$ cat config.mk
export PLATFORM = sky130hd
export DESIGN_NAME = sampler_trigger_flat
export DESIGN_NICKNAME = d
export VERILOG_FILES = /design/src/rtl/sampler_trigger_if.sv /design/src/rtl/sampler_trigger.sv /design/src/flat_wrapper.sv
export SDC_FILE = /design/constraint.sdc
export NUM_CORES = 1
export LEC_CHECK = 0
export CAP_MARGIN = 25
export CORE_MARGIN = 5
export CORE_UTILIZATION = 42
export DETAILED_ROUTE_END_ITERATION = 16
export PLACE_DENSITY_LB_ADDON = 0.12
export SKIP_LAST_GASP = 1
export SLEW_MARGIN = 40
export SYNTH_ARGS = -nofsm -noshare
export SYNTH_HDL_FRONTEND = slang
export SYNTH_SLANG_ARGS = --single-unit
$ cat constraint.sdc
create_clock -name clk -period 2.2 [get_ports clk]
set_input_delay 0.44 -clock clk [delete_from_list [all_inputs] [get_ports clk]]
set_output_delay 0.44 -clock clk [all_outputs]
set_load 0.05 [all_outputs]
$ cat src/rtl/sampler_trigger_if.sv
// Configuration bus of sampler_trigger: write/read strobes, register select, write data and registered read data.
interface sampler_trigger_if;
  logic        cfg_write;
  logic        cfg_read;
  logic [1:0]  cfg_addr;
  logic [31:0] cfg_writedata;
  logic [31:0] cfg_readdata;

  modport master (
    output cfg_write, cfg_read, cfg_addr, cfg_writedata,
    input  cfg_readdata
  );

  modport slave (
    input  cfg_write, cfg_read, cfg_addr, cfg_writedata,
    output cfg_readdata
  );
endinterface

$ cat src/rtl/sampler_trigger.sv
// Trigger unit ahead of the sampler: registers the probed bus, matches it against MASK/VALUE and raises trig_out after DELAY.
// Define SAMPLER_TRIGGER_EDGE_EN to build rising-edge match mode (CTRL bit1); without it only level matching exists.
module sampler_trigger #(
  parameter int inputBits = 32,
  parameter int countBits = 16
) (
  input  logic                 clk,
  input  logic                 reset,
  input  logic [inputBits-1:0] in_data,
  output logic [inputBits-1:0] out_data,
  output logic                 trig_out,
  sampler_trigger_if.slave     cfg_bus
);

  typedef enum logic [1:0] {ST_IDLE, ST_ARMED, ST_DELAY, ST_FIRED} state_t;

  state_t               state_q, state_d;
  logic [inputBits-1:0] in_q, in_d;
  logic [inputBits-1:0] mask_q, mask_d;
  logic [inputBits-1:0] value_q, value_d;
  logic [countBits-1:0] delay_q, delay_d;
  logic [countBits-1:0] cnt_q, cnt_d;
  logic                 trig_q, trig_d;
  logic [31:0]          rdata_q, rdata_d;
  logic                 match;
  logic                 cond;
  logic                 edge_mode;
  logic [31:0]          ctrl_word;
  logic                 unused_wdata;

`ifdef SAMPLER_TRIGGER_EDGE_EN
  logic edge_q, edge_d;
  logic match_q, match_d;
`endif

  // Upper write-data bits are not decoded by every register or build.
  assign unused_wdata = ^cfg_bus.cfg_writedata;

  assign out_data             = in_q;
  assign trig_out             = trig_q;
  assign cfg_bus.cfg_readdata = rdata_q;

  always_comb begin
    in_d    = in_data;
    mask_d  = mask_q;
    value_d = value_q;
    delay_d = delay_q;
    cnt_d   = cnt_q;
    state_d = state_q;
    rdata_d = rdata_q;

    match = (((in_q ^ value_q) & mask_q) == '0);
`ifdef SAMPLER_TRIGGER_EDGE_EN
    edge_d    = edge_q;
    match_d   = match;
    edge_mode = edge_q;
    cond      = edge_q ? (match & ~match_q) : match;
`else
    edge_mode = 1'b0;
    cond      = match;
`endif

    ctrl_word = {28'd0, state_q == ST_FIRED, state_q == ST_DELAY, edge_mode, state_q != ST_IDLE};

    case (state_q)
      ST_ARMED: begin
        if (cond) begin
          if (delay_q == '0) begin
            state_d = ST_FIRED;
          end else begin
            state_d = ST_DELAY;
            cnt_d   = delay_q;
          end
        end
      end
      ST_DELAY: begin
        if (cnt_q == countBits'(1)) state_d = ST_FIRED;
        else                        cnt_d   = cnt_q - countBits'(1);
      end
      default: ;
    endcase

    // A CTRL write overrides whatever the FSM would have done this cycle; a running count is left alone.
    if (cfg_bus.cfg_write) begin
      case (cfg_bus.cfg_addr)
        2'd0: begin
          state_d = cfg_bus.cfg_writedata[0] ? ST_ARMED : ST_IDLE;
`ifdef SAMPLER_TRIGGER_EDGE_EN
          edge_d  = cfg_bus.cfg_writedata[1];
`endif
        end
        2'd1:    mask_d  = cfg_bus.cfg_writedata[inputBits-1:0];
        2'd2:    value_d = cfg_bus.cfg_writedata[inputBits-1:0];
        default: delay_d = cfg_bus.cfg_writedata[countBits-1:0];
      endcase
    end else if (cfg_bus.cfg_read) begin
      case (cfg_bus.cfg_addr)
        2'd0:    rdata_d = ctrl_word;
        2'd1:    rdata_d = 32'(mask_q);
        2'd2:    rdata_d = 32'(value_q);
        default: rdata_d = 32'(delay_q);
      endcase
    end

    trig_d = (state_d == ST_FIRED);
  end

  always_ff @(posedge clk) begin
    if (reset) begin
      state_q <= ST_IDLE;
      in_q    <= '0;
      mask_q  <= '0;
      value_q <= '0;
      delay_q <= '0;
      cnt_q   <= '0;
      trig_q  <= 1'b0;
      rdata_q <= '0;
    end else begin
      state_q <= state_d;
      in_q    <= in_d;
      mask_q  <= mask_d;
      value_q <= value_d;
      delay_q <= delay_d;
      cnt_q   <= cnt_d;
      trig_q  <= trig_d;
      rdata_q <= rdata_d;
    end
  end

`ifdef SAMPLER_TRIGGER_EDGE_EN
  always_ff @(posedge clk) begin
    if (reset) begin
      edge_q  <= 1'b0;
      match_q <= 1'b0;
    end else begin
      edge_q  <= edge_d;
      match_q <= match_d;
    end
  end
`endif

endmodule
$ cat src/flat_wrapper.sv
// flat-port wrapper written by rule: the top's interface ports become plain ports
module sampler_trigger_flat 
#(
  parameter int inputBits = 32,
  parameter int countBits = 16
)
  (clk, reset, in_data, out_data, trig_out, cfg_bus_cfg_write, cfg_bus_cfg_read, cfg_bus_cfg_addr, cfg_bus_cfg_writedata, cfg_bus_cfg_readdata);
  sampler_trigger_if cfg_bus_i ();
  input  logic clk;
  input  logic reset;
  input  logic [inputBits-1:0] in_data;
  output logic [inputBits-1:0] out_data;
  output logic trig_out;
  input wire logic [$bits(cfg_bus_i.cfg_write)-1:0] cfg_bus_cfg_write;
  input wire logic [$bits(cfg_bus_i.cfg_read)-1:0] cfg_bus_cfg_read;
  input wire logic [$bits(cfg_bus_i.cfg_addr)-1:0] cfg_bus_cfg_addr;
  input wire logic [$bits(cfg_bus_i.cfg_writedata)-1:0] cfg_bus_cfg_writedata;
  output wire logic [$bits(cfg_bus_i.cfg_readdata)-1:0] cfg_bus_cfg_readdata;
  assign cfg_bus_i.cfg_write = cfg_bus_cfg_write;
  assign cfg_bus_i.cfg_read = cfg_bus_cfg_read;
  assign cfg_bus_i.cfg_addr = cfg_bus_cfg_addr;
  assign cfg_bus_i.cfg_writedata = cfg_bus_cfg_writedata;
  assign cfg_bus_cfg_readdata = cfg_bus_i.cfg_readdata;
  sampler_trigger #(.inputBits(inputBits), .countBits(countBits)) u_core (.clk(clk), .reset(reset), .in_data(in_data), .out_data(out_data), .trig_out(trig_out), .cfg_bus(cfg_bus_i));
endmodule
# [Yosys cells after proc, flatten, opt, wreduce, memory -nomap -nowiden]
# Index checks and enable logic that the tools add are counted.
[classes] bitwise_logic=4 n_mux=12 eq_ne=10 add_sub_neg=1 n_reduce_logical=11
[op_table] operator="$pmux 32 s3" count=1
[op_table] operator="$mux 16" count=3
[op_table] operator="$and 32x32->32" count=1
[op_table] operator="$logic_not 32->1" count=1
[op_table] operator="$pmux 16 s2" count=1
[op_table] operator="$xor 32x32->32" count=1
[op_table] operator="$eq 16x1->1 const B" count=1
[op_table] operator="$logic_not 16->1" count=1
[op_table] operator="$sub 16x1->16 const B" count=1
[op_table] operator="$eq 2x2->1 const B" count=4
[op_table] operator="$mux 2" count=4
[op_table] operator="$reduce_and 2->1" count=4
[op_table] operator="$eq 2x1->1 const B" count=2
[op_table] operator="$ne 2x2->1 const B" count=2
[op_table] operator="$pmux 2 s2" count=1
[op_table] operator="$reduce_and 4->1" count=1
[op_table] operator="$reduce_bool 2->1" count=2
[op_table] operator="$reduce_or 3->1" count=1
[op_table] operator="$logic_not 2->1" count=1
[op_table] operator="$mux 1" count=2
[op_table] operator="$ne 2x1->1 const B" count=1
[op_table] operator="$not 1->1" count=2
[totals] in_bits=70 regBits=163 out_inout_bits=65 word_cells=46

# [Depth between registers and ports, before layout]
# Gate-level depths: netlist of run 1.
[depth] depth_word=8 depth_mapped=9 mapped_depth_nobuf=8

# [Worst setup path before layout of run 1]
# OpenSTA, ideal clock, no wires.
[synth_path] path_kind="flip-flop to flip-flop" from="reg u_core.in_q[20] (netlist: u_core.out_data[20])" to="reg u_core.cnt_q[10]" synth_period_minus_slack_ps=2182 setup_ps=121 path_slack_ps=18 arrival_ps=2061 stages_incl_launch_ff=9 path_buffers=1 path_cell_list="dfxtp_1 xor2_1 a22oi_1 nand4_1 nor4_4 a211oi_1 clkbuf_1 o21ai_0 o21ai_2"
[synth_via] elab_chain_len=5
[synth_rtl] item="start, declared" line_no="sampler_trigger.sv:18" rtl="logic [inputBits-1:0] in_q, in_d;"
[synth_rtl] item="start signal, assigned" line_no="sampler_trigger.sv:120" rtl="in_q <= in_d;"
[synth_rtl] item="$xor 32x32->32" line_no="sampler_trigger.sv:52" rtl="match = (((in_q ^ value_q) & mask_q) == '0);"
[synth_rtl] item="$and 32x32->32" line_no="sampler_trigger.sv:52"
[synth_rtl] item="$logic_not 32->1" line_no="sampler_trigger.sv:52"
[synth_rtl] item="$ne 2x1->1 (no source line)"
[synth_rtl] item="$reduce_and 4->1 (no source line)"
[synth_rtl] item="end signal, assigned" line_no="sampler_trigger.sv:124" rtl="cnt_q <= cnt_d;"
[synth_rtl] item="end, declared" line_no="sampler_trigger.sv:22" rtl="logic [countBits-1:0] cnt_q, cnt_d;"
# No other way between the ends.
# A chain may end at the register's enable or synchronous reset.

# [Worst setup path in the final report of run 1]
[layout_path] from="reg u_core.value_q[19]" to="reg u_core.cnt_q[13]"
[layout_via] elab_chain_len=5
[layout_rtl] item="start, declared" line_no="sampler_trigger.sv:20" rtl="logic [inputBits-1:0] value_q, value_d;"
[layout_rtl] item="start signal, assigned" line_no="sampler_trigger.sv:122" rtl="value_q <= value_d;"
[layout_rtl] item="$xor 32x32->32" line_no="sampler_trigger.sv:52"
[layout_rtl] item="$and 32x32->32" line_no="sampler_trigger.sv:52"
[layout_rtl] item="$logic_not 32->1" line_no="sampler_trigger.sv:52"
[layout_rtl] item="$ne 2x1->1 (no source line)"
[layout_rtl] item="$reduce_and 4->1 (no source line)"
# No other way between the ends.

==> results of run 1 <==
-- flip-flops by register name, summed over array words and instances (netlist names) --
register                     count
u_core.cfg_bus.cfg_readdata     32
u_core.cnt_q                    16
u_core.delay_q                  16
u_core.mask_q                   32
u_core.out_data                 32
u_core.state_q                   2
u_core.trig_out                  1
u_core.value_q                  32
-- cell type report --
cell class / instances / area [µm²] / share of cell area, %
clock buffers: 18 / 439.2 / 4.708
clock inverters: 14 / 150.1 / 1.610
inverters: 11 / 41.29 / 0.4427
multi-input cells: 575 / 3415 / 36.61
flip-flops and latches: 163 / 3263 / 34.98
well taps: 216 / 270.3 / 2.897
repair buffers: 180 / 1749 / 18.75
-- cells in the final DEF, fill, tap and decap left out, types with 9 or more instances in the layout --
master / synthesis / final
nand2_1: 167 / 167
dfxtp_1: 163 / 163
clkdlybuf4s50_1: 0 / 132
a21oi_1: 89 / 89
a22oi_1: 48 / 45
nor2_1: 46 / 45
nor2b_1: 44 / 42
buf_4: 1 / 42
xor2_1: 32 / 32
a211oi_1: 30 / 30
clkbuf_16: 0 / 17
mux2_2: 13 / 13
a31oi_1: 13 / 13
inv_1: 11 / 11
mux2i_1: 11 / 11
o21ai_1: 0 / 9
-- kinds of logic after synthesis --
group | count (synthesis) | share of synthesized area (%)
muxes | 27 | 4.690
and+or+nand+nor | 296 | 19.50
adders and majority gates | 6 | 1.087
AOI/OAI and AO/OA | 213 | 19.47
buffers and inverters | 69 | 3.966
DFF | 163 | 47.23
xor gates and xnor gates | 32 | 4.057
-- power by group through the flow --
stage	sequential, mW	combinational, mW	clock, mW
final	3.24	1.78	2.98
after global routing	3.25	1.93	3.16
after CTS	3.24	1.76	3.02
after detailed placement	3.30	1.75	0
after global placement	3.29	1.71	0
after floorplan	3.50	0.910	0
-- how the worst max path moves through the flow --
stage	start	to	slack [ns]	cells past startpoint
after floorplan	u_core.out_data[20]	u_core.cnt_q[10]	0.02	8
after global placement	cfg_bus_cfg_addr[0]	u_core.trig_out	0.03	6
after detailed placement	u_core.value_q[10]	u_core.cnt_q[4]	0.01	9
after CTS	u_core.value_q[10]	u_core.cnt_q[12]	0.01	10
after global routing	u_core.cnt_q[11]	u_core.cnt_q[3]	-0.002	7
final	u_core.value_q[19]	u_core.cnt_q[13]	0.09	9
-- layer usage --
layer	GRT usage [%]	part of all wire [%]	vias up
li1	-	-	3070
met1	28.41	45	3076
met2	34.89	47	211
met3	6.276	6.5	20
met4	6.188	1.2	0
met5	0	0	-
-- timing repair --
item / 4_1_cts / 5_1_grt
endpoints found under the hold margin: 0 / 0
hold buffers: 0 / 0
resized for setup: 0 / 15
endpoints found under the setup margin: 0 / 18
-- stage by stage --
step | hold slack (ns) | instances | worst slack (ns)
6_report | 0.2961 | 1177 | 0.08538
5_1_grt | 0.2877 | 1177 | -0.001800
4_1_cts | 0.2728 | 1176 | 0.01011
3_5_place_dp | 0.4646 | 1144 | 0.01301
3_3_place_gp | 0.4564 | 1144 | 0.02563
2_1_floorplan | 0.4363 | 806 | 0.01776
-- worst max-delay path: stages (launching register included) --
cell and delay, ns:
dfxtp_1 0.34, xor2_1 0.16, a22oi_1 0.30, nand4_1 0.19
nor4_4 0.26, buf_4 0.19, a211oi_1 0.07, buf_4 0.18
o21ai_0 0.22, o21ai_2 0.08
==> impl_metrics.env, run 1 <==
export IMPL_status="complete, no violations"
export IMPL_design_area_um2=9328
export IMPL_synth_top_cell_area_share_pct=47.23
export IMPL_synth_area_leaders="dfxtp_1 47%, nand2_1 9.1%, a21oi_1 6.4%"
export IMPL_power_internal_mw=5.544
export IMPL_dr_pass1_iters=5
export IMPL_reg2reg_from="u_core.value_q[19]"
export IMPL_synth_edf_count=0
export IMPL_die_w_um=138.3
export IMPL_final_util_pct=58.30
export IMPL_insertion_delay_ns=0.43
export IMPL_cts_buffers=17
export IMPL_track_usage_pct=21.65
export IMPL_worstPathArrival_ns=2.42
export IMPL_antenna_found_initial=0
export IMPL_synth_seq_cells=163
export IMPL_nets=1024
export IMPL_area_delta_synth_final_pct=35.01
export IMPL_p_switching_mw=2.457
export IMPL_root_buffer="clkbuf_16"
export IMPL_yosysWarningCount=0
export IMPL_clkPwrFrac_pct=37.2
export IMPL_fmax_ghz=0.4729
export IMPL_n_fill_cell=1462
export IMPL_syn_area_um2=6909
export IMPL_yosysSeqAreaShare_pct=47.23
export IMPL_row_count=46
export IMPL_totalPowerFinal_mw=8.001
export IMPL_ys_types=45
export IMPL_period_share_pct=96.12
export IMPL_vias=6377
export IMPL_grt_pass1_wl_um=33710
export IMPL_numClockSinks=163
export IMPL_synthArstFlopShare_pct=0
export IMPL_min_period_ns=2.115
export IMPL_seq_power_share_pct=40.5
export IMPL_yosysMostFrequentCell="nand2_1"
export IMPL_drt_iter0_markers=459
export IMPL_synth_ff_type="dfxtp_1"
export IMPL_finalSetupTns_ns=0
export IMPL_grt_max_degree=69
export IMPL_synth_commonest_cells="167 x nand2_1, 163 x dfxtp_1, 89 x a21oi_1"
export IMPL_crit_type="flop to flop"
export IMPL_worstMarginPinSlew_ns=0.5331
export IMPL_hold_depth=2
export IMPL_overflow=0
export IMPL_finalMaxSlewViolations=0
export IMPL_post_route_cells_drive_above_1_share_pct=12.38
export IMPL_grt_pass1_vias=6337
export IMPL_cts_max_level=4
export IMPL_finalWirelength_um=21020
export IMPL_comb_power_share_pct=22.3
export IMPL_clk_path_buf_depth=2
export IMPL_final_antenna_net_count=0
export IMPL_r2r_end="u_core.cnt_q[13]"
export IMPL_yosys_area_top_type="dfxtp_1"
export IMPL_diodes=0
export IMPL_clk_pin_slew_ns=0.07
export IMPL_syn_num_nets=882
export IMPL_worstPathMaxFanout=11
export IMPL_power_density_nw_per_um2=857.8
export IMPL_worstHoldEndpoint="u_core.cnt_q[0]"
export IMPL_syn_inst=806
export IMPL_io_buffers=134
export IMPL_post_route_drc_count=0
export IMPL_core_area_um2=16000
export IMPL_rrSetupSlack_ns=0.09
export IMPL_io_pins=135
export IMPL_min_from="reset"
export IMPL_postCtsSetupBuffers=0
export IMPL_setup_viol=0
export IMPL_vias_per_cell=5.418
export IMPL_worstHoldPathType="input pin to flop"
export IMPL_place_hpwl_um=14520
export IMPL_wl_per_cell_um=17.86
export IMPL_clock_skew_ns=0.01421
export IMPL_required_ns=2.51
export IMPL_synth_area_per_cell_um2=8.572
export IMPL_peakVddDrop_v=0.0006266
export IMPL_p_leak_nw=3.477
export IMPL_cap_viol_max_count=0
export IMPL_routabilityCongestion=0.8610
export IMPL_critPathLaunchType="flop"
export IMPL_finalHoldViolCount=0
export IMPL_die_area_um2=19120
export IMPL_start_util_pct=43.18
export IMPL_die_y_um=138.3
export IMPL_reg2reg_depth=9
export IMPL_cts_tree="built"
export IMPL_postPlaceCellArea_um2=8706
export IMPL_endpoint_kind="flop"
export IMPL_switching_share_pct=30.71
export IMPL_relSlewSlack_pct=64.35
No activity file was read; power rests on OpenSTA's default activity.
==> run 2: changes to the inputs <==
--- a/config.mk
+++ b/config.mk
@@ -7,7 +7,7 @@
 export LEC_CHECK = 0
 export CAP_MARGIN = 25
 export CORE_MARGIN = 5
-export CORE_UTILIZATION = 42
+export CORE_UTILIZATION = 50
 export DETAILED_ROUTE_END_ITERATION = 16
 export PLACE_DENSITY_LB_ADDON = 0.12
 export SKIP_LAST_GASP = 1
==> run 2 against run 1 <==
  * Worst hold slack improved by 0.018 ns
  * Non-clock buffer count decreased by 6
  * Sequential power about the same
  * Global-route usage increased by 3.6 points
  * Clock power decreased by 6.7%
  * Cell area decreased by 0.67%
  * Critical path depth unchanged
  * Fmax decreased by 1.8%
  * First-iteration DRC count increased by 30%
  * Largest cell class unchanged
==> impl_metrics.env, run 2 (synthesized netlist as in run 1, its figures left out) <==
export IMPL_status="complete, no violations"
export IMPL_start_util_pct=50.36
export IMPL_vias=6417
export IMPL_vias_per_cell=5.659
export IMPL_grt_pass1_vias=6329
export IMPL_insertion_delay_ns=0.43
export IMPL_wl_per_cell_um=18.07
export IMPL_root_buffer="clkbuf_16"
export IMPL_overflow=0
export IMPL_worstMarginPinSlew_ns=0.5840
export IMPL_final_instance_count_excl_fill=1134
export IMPL_clkPwrFrac_pct=35.5
export IMPL_worstPathArrival_ns=2.47
export IMPL_finalHoldViolCount=0
export IMPL_dr_pass1_iters=5
export IMPL_grt_max_degree=117
export IMPL_min_period_ns=2.153
export IMPL_grt_pass1_wl_um=32600
export IMPL_power_density_nw_per_um2=845.4
export IMPL_p_switching_mw=2.360
export IMPL_die_y_um=127.6
export IMPL_seq_power_share_pct=41.4
export IMPL_relSlewSlack_pct=60.71
export IMPL_finalWirelength_um=20490
export IMPL_p_leak_nw=3.424
export IMPL_place_inst=1102
export IMPL_cap_viol_max_count=0
export IMPL_peakVddDrop_v=0.0004869
export IMPL_cts_buffers=17
export IMPL_worstPathMaxFanout=11
export IMPL_numClockSinks=163
export IMPL_drt_iter0_markers=597
export IMPL_io_pins=135
export IMPL_path_cells="xor2_1, a22oi_1, nand4_1, nor4_4, buf_4, a211oi_1, buf_4, o21ai_0, o21ai_2"
export IMPL_cp_slowest_cell="dfxtp_2"
export IMPL_multi_input_area_um2=3421
export IMPL_routabilityCongestion=0.8547
export IMPL_core_area_um2=13720
export IMPL_period_share_pct=97.85
export IMPL_finalMaxSlewViolations=0
export IMPL_io_buffers=134
export IMPL_critPathLaunchType="flop"
export IMPL_clk_path_buf_depth=2
export IMPL_required_ns=2.51
export IMPL_nets=1017
export IMPL_area_delta_synth_final_pct=34.10
export IMPL_die_area_um2=16270
export IMPL_comb_power_share_pct=23.1
export IMPL_cts_max_level=4
export IMPL_final_cell_mix="167 x nand2_1, 162 x dfxtp_1, 133 x clkdlybuf4s50_1, 89 x a21oi_1, 45 x nor2_1"
export IMPL_track_usage_pct=25.22
export IMPL_seq_area_um2=3264
export IMPL_fmax_ghz=0.4645
export IMPL_clk_pin_slew_ns=0.06
export IMPL_final_common_cell="nand2_1"
export IMPL_clock_skew_ns=0.005627
export IMPL_row_count=43
export IMPL_endpoint_kind="flop"
export IMPL_diodes=0
export IMPL_cts_hold_buf=0
export IMPL_crit_buf_inv=2
export IMPL_rsz0062_at_grt="yes"
export IMPL_switching_share_pct=30.13
export IMPL_die_w_um=127.6
export IMPL_worstHoldPathType="input pin to flop"
export IMPL_antenna_found_initial=0
export IMPL_place_hpwl_um=14320
export IMPL_post_route_drc_count=0
export IMPL_setup_viol=0
export IMPL_post_route_cells_drive_above_1_share_pct=11.74
export IMPL_power_internal_mw=5.473
export IMPL_n_fill_cell=1090
export IMPL_final_util_pct=67.53
export IMPL_crit_family="compound AO/OA/AOI/OAI gates"
export IMPL_slowest_delay_ns=0.33
export IMPL_crit_top_cell="buf_4"
export IMPL_crit_type="flop to flop"
export IMPL_cts_tree="built"
export IMPL_final_antenna_net_count=0
run 2: changes by cell type in the layout (fill, tap and decap cells not counted), sizes merged, moves of 2 or more:
| cell | previous run | this run |
|---|---|---|
| inv | 17 | 11 |
| clkinvlp | 2 | 4 |
| clkbuf | 18 | 23 |
| buf | 47 | 41 |
run 2: per-stage QoR:
| stage | hold slack, ns | setup slack (ns) | setup TNS [ns] | cell area, µm² | total power [mW] |
|---|---|---|---|---|---|
| CTS | 0.3105 | 0.01266 | 0 | 9229 | 7.836 |
| floorplan | 0.4363 | 0.01776 | 0 | 6909 | 4.408 |
| global placement | 0.4465 | -0.0001461 | -0.0001461 | 8666 | 5.017 |
| global route | 0.3308 | -0.03121 | -0.1686 | 9265 | 8.145 |
| detailed placement | 0.4654 | -0.06091 | -0.6128 | 8666 | 5.062 |
| finish | 0.3141 | 0.04735 | 0 | 9265 | 7.833 |
run 2: what timing repair did:
action / in CTS / in global routing
gates cloned: 0 / 0
buffers inserted: 0 / 0
setup endpoints to repair: 18 / 17
pin swaps: 1 / 10
resized for setup: 1 / 8
run 2: worst paths after layout:
kind / slack (ns) / cells past startpoint / end / startpoint
worst min-delay path: 0.31 / 2 / u_core.cnt_q[1] / reset
worst max register to register: 0.05 / 9 / u_core.cnt_q[11] / u_core.value_q[16]
worst max-delay path: 0.05 / 9 / u_core.cnt_q[11] / u_core.value_q[16]
worst min register to register: 0.48 / 2 / u_core.value_q[16] / u_core.value_q[16]
run 2: final cells by class:
type,instances,share of cell area (%)
Clock inverter,9,0.8643
Inverter,11,0.4456
Multi-Input combinational cell,574,36.92
Sequential cell,163,35.23
Tap cell,180,2.431
Clock buffer,23,5.159
Timing Repair Buffer,174,18.95
run 2: worst register-to-register path, cell delays in order, from the launching register on:
cell and delay (ns):
dfxtp_2 0.33, xor2_1 0.15, a22oi_1 0.23, nand4_1 0.25, nor4_4 0.30, buf_4 0.19
a211oi_1 0.08, buf_4 0.18, o21ai_0 0.26, o21ai_2 0.08
run 2: layer usage:
layer	routed length (µm)	global-route usage [%]	vias to the layer above
met5	0	0	-
met4	350	7.886	0
met3	1467	6.062	31
met2	9888	42.37	250
met1	8781	32.08	3070
li1	-	-	3066
run 2: power groups by stage:
| stage | clock network [mW] | logic (mW) | registers, mW |
|---|---|---|---|
| finish | 2.78 | 1.81 | 3.24 |
| detailed placement | 0 | 1.76 | 3.30 |
| CTS | 2.82 | 1.78 | 3.24 |
| global route | 2.93 | 1.95 | 3.26 |
| floorplan | 0 | 0.910 | 3.50 |
| global placement | 0 | 1.72 | 3.29 |
==> run 3: changes to the inputs <==
--- a/config.mk
+++ b/config.mk
@@ -9,6 +9,7 @@
 export CORE_MARGIN = 5
 export CORE_UTILIZATION = 50
 export DETAILED_ROUTE_END_ITERATION = 16
+export MAX_ROUTING_LAYER = met4
 export PLACE_DENSITY_LB_ADDON = 0.12
 export SKIP_LAST_GASP = 1
 export SLEW_MARGIN = 40
==> run 3 against run 2 <==
  * Flip-flop and latch count unchanged
  * Largest power group unchanged
  * Core utilization increased by 0.091 points
  * Sequential power about the same
  * Die area unchanged
==> impl_metrics.env, run 3 (synthesized netlist as in run 1, its figures left out) <==
export IMPL_status="complete, no violations"
export IMPL_worstPathArrival_ns=2.43
export IMPL_root_buffer="clkbuf_16"
export IMPL_cts_max_level=4
export IMPL_postPlaceCellArea_um2=8658
export IMPL_final_common_cell="nand2_1"
export IMPL_io_buffers=134
export IMPL_setup_viol=0
export IMPL_overflow=0
export IMPL_post_route_cells_drive_above_1_share_pct=11.55
export IMPL_wl_per_cell_um=17.98
export IMPL_routabilityCongestion=0.8795
export IMPL_cts_buffers=17
export IMPL_final_antenna_net_count=0
export IMPL_antenna_found_initial=0
export IMPL_finalWirelength_um=20360
export IMPL_clk_pin_slew_ns=0.06
export IMPL_totalPowerFinal_mw=7.879
export IMPL_start_util_pct=50.36
export IMPL_relSlewSlack_pct=54.48
export IMPL_grt_pass1_wl_um=32370
export IMPL_final_util_pct=67.62
export IMPL_n_fill_cell=1129
export IMPL_required_ns=2.50
export IMPL_vias_per_cell=5.644
export IMPL_cap_viol_max_count=0
export IMPL_io_pins=135
export IMPL_die_w_um=127.6
export IMPL_met3_usage_pct=5.686
export IMPL_worstHoldPathType="input pin to flop"
export IMPL_min_period_ns=2.126
export IMPL_diodes=0
export IMPL_worstMarginPinSlew_ns=0.6829
export IMPL_clock_skew_ns=0.007308
export IMPL_die_area_um2=16270
export IMPL_endpoint_kind="flop"
export IMPL_crit_type="flop to flop"
export IMPL_row_count=43
export IMPL_power_density_nw_per_um2=849.2
export IMPL_peakVddDrop_v=0.0005311
export IMPL_track_usage_pct=25.77
export IMPL_clk_path_buf_depth=2
export IMPL_grt_pass1_vias=6166
export IMPL_finalHoldViolCount=0
export IMPL_use_met2_pct=40.63
export IMPL_period_share_pct=96.66
export IMPL_dr_pass1_iters=6
export IMPL_nets=1017
export IMPL_cts_hold_buf=0
export IMPL_critPathLaunchType="flop"
export IMPL_insertion_delay_ns=0.42
export IMPL_core_area_um2=13720
export IMPL_busiest_layer="met2"
export IMPL_final_cell_mix="167 x nand2_1, 163 x dfxtp_1, 133 x clkdlybuf4s50_1, 89 x a21oi_1, 45 x nor2_1"
export IMPL_design_area_um2=9278
export IMPL_postCtsSetupBuffers=0
export IMPL_rsz0062_at_grt="yes"
export IMPL_fmax_ghz=0.4703
export IMPL_worstPathMaxFanout=7
export IMPL_numClockSinks=163
export IMPL_area_delta_synth_final_pct=34.28
export IMPL_cts_tree="built"
export IMPL_die_y_um=127.6
export IMPL_grt_util_met1_pct=33.34
export IMPL_post_route_drc_count=0
export IMPL_p_leak_nw=3.438
export IMPL_drt_iter0_markers=636
export IMPL_finalMaxSlewViolations=0
export IMPL_place_hpwl_um=13960
export IMPL_grt_max_degree=143
export IMPL_vias=6389
## run 3: stage by stage
stage	setup TNS, ns	instances	hold slack (ns)	worst slack (ns)
finish	0	1132	0.3479	0.07357
detailed placement	-0.004875	1101	0.4671	-0.003867
global route	-0.02802	1132	0.3614	-0.01012
floorplan	0	806	0.4363	0.01776
CTS	0	1131	0.3279	0.05408
global placement	-0.009284	1101	0.4458	-0.009284
## run 3: critical path, cell delays in order (launching register included)
cell and delay [ns]:
dfxtp_1 0.34, nor4_1 0.40, nand4_1 0.25, and2_4 0.23, a21boi_0 0.13, a21oi_2 0.31, or2_4 0.27, o21ai_2 0.07
## run 3: metal layers
| layer | part of all wire (%) | wire (µm) |
|---|---|---|
| met5 | 0 | 0 |
| met4 | 1.6 | 318 |
| met3 | 7.3 | 1486 |
| met2 | 48 | 9699 |
| met1 | 43 | 8854 |
## run 3: timing repair
action,in CTS,in global routing
resized for setup,1,11
pin swaps,0,8
cloned,0,1
endpoints found under the setup margin,1,18
## run 3: final cells by class
class	count	area [µm²]	share of cell area, %
multi-input cells	575	3447	37.15
flip-flops and latches	163	3263	35.17
repair buffers	173	1744	18.80
clock buffers	26	509.2	5.489
well taps	180	225.2	2.428
clock inverters	4	47.55	0.5125
inverters	11	41.29	0.4450
## run 3: worst paths after layout
path,slack [ns],start,depth (start not counted),endpoint
max reg2reg,0.07,u_core.delay_q[9],7,u_core.cnt_q[14]
max,0.07,u_core.delay_q[9],7,u_core.cnt_q[14]
min,0.35,reset,2,u_core.cnt_q[1]
min reg2reg,0.47,u_core.cnt_q[10],2,u_core.cnt_q[10]
## run 3: where the power goes
part | leakage (nW) | switching, mW | internal [mW]
Combinational | 1.83 | 1.08 | 0.737
Clock | 0.272 | 1.12 | 1.69
Sequential | 1.33 | 0.134 | 3.11
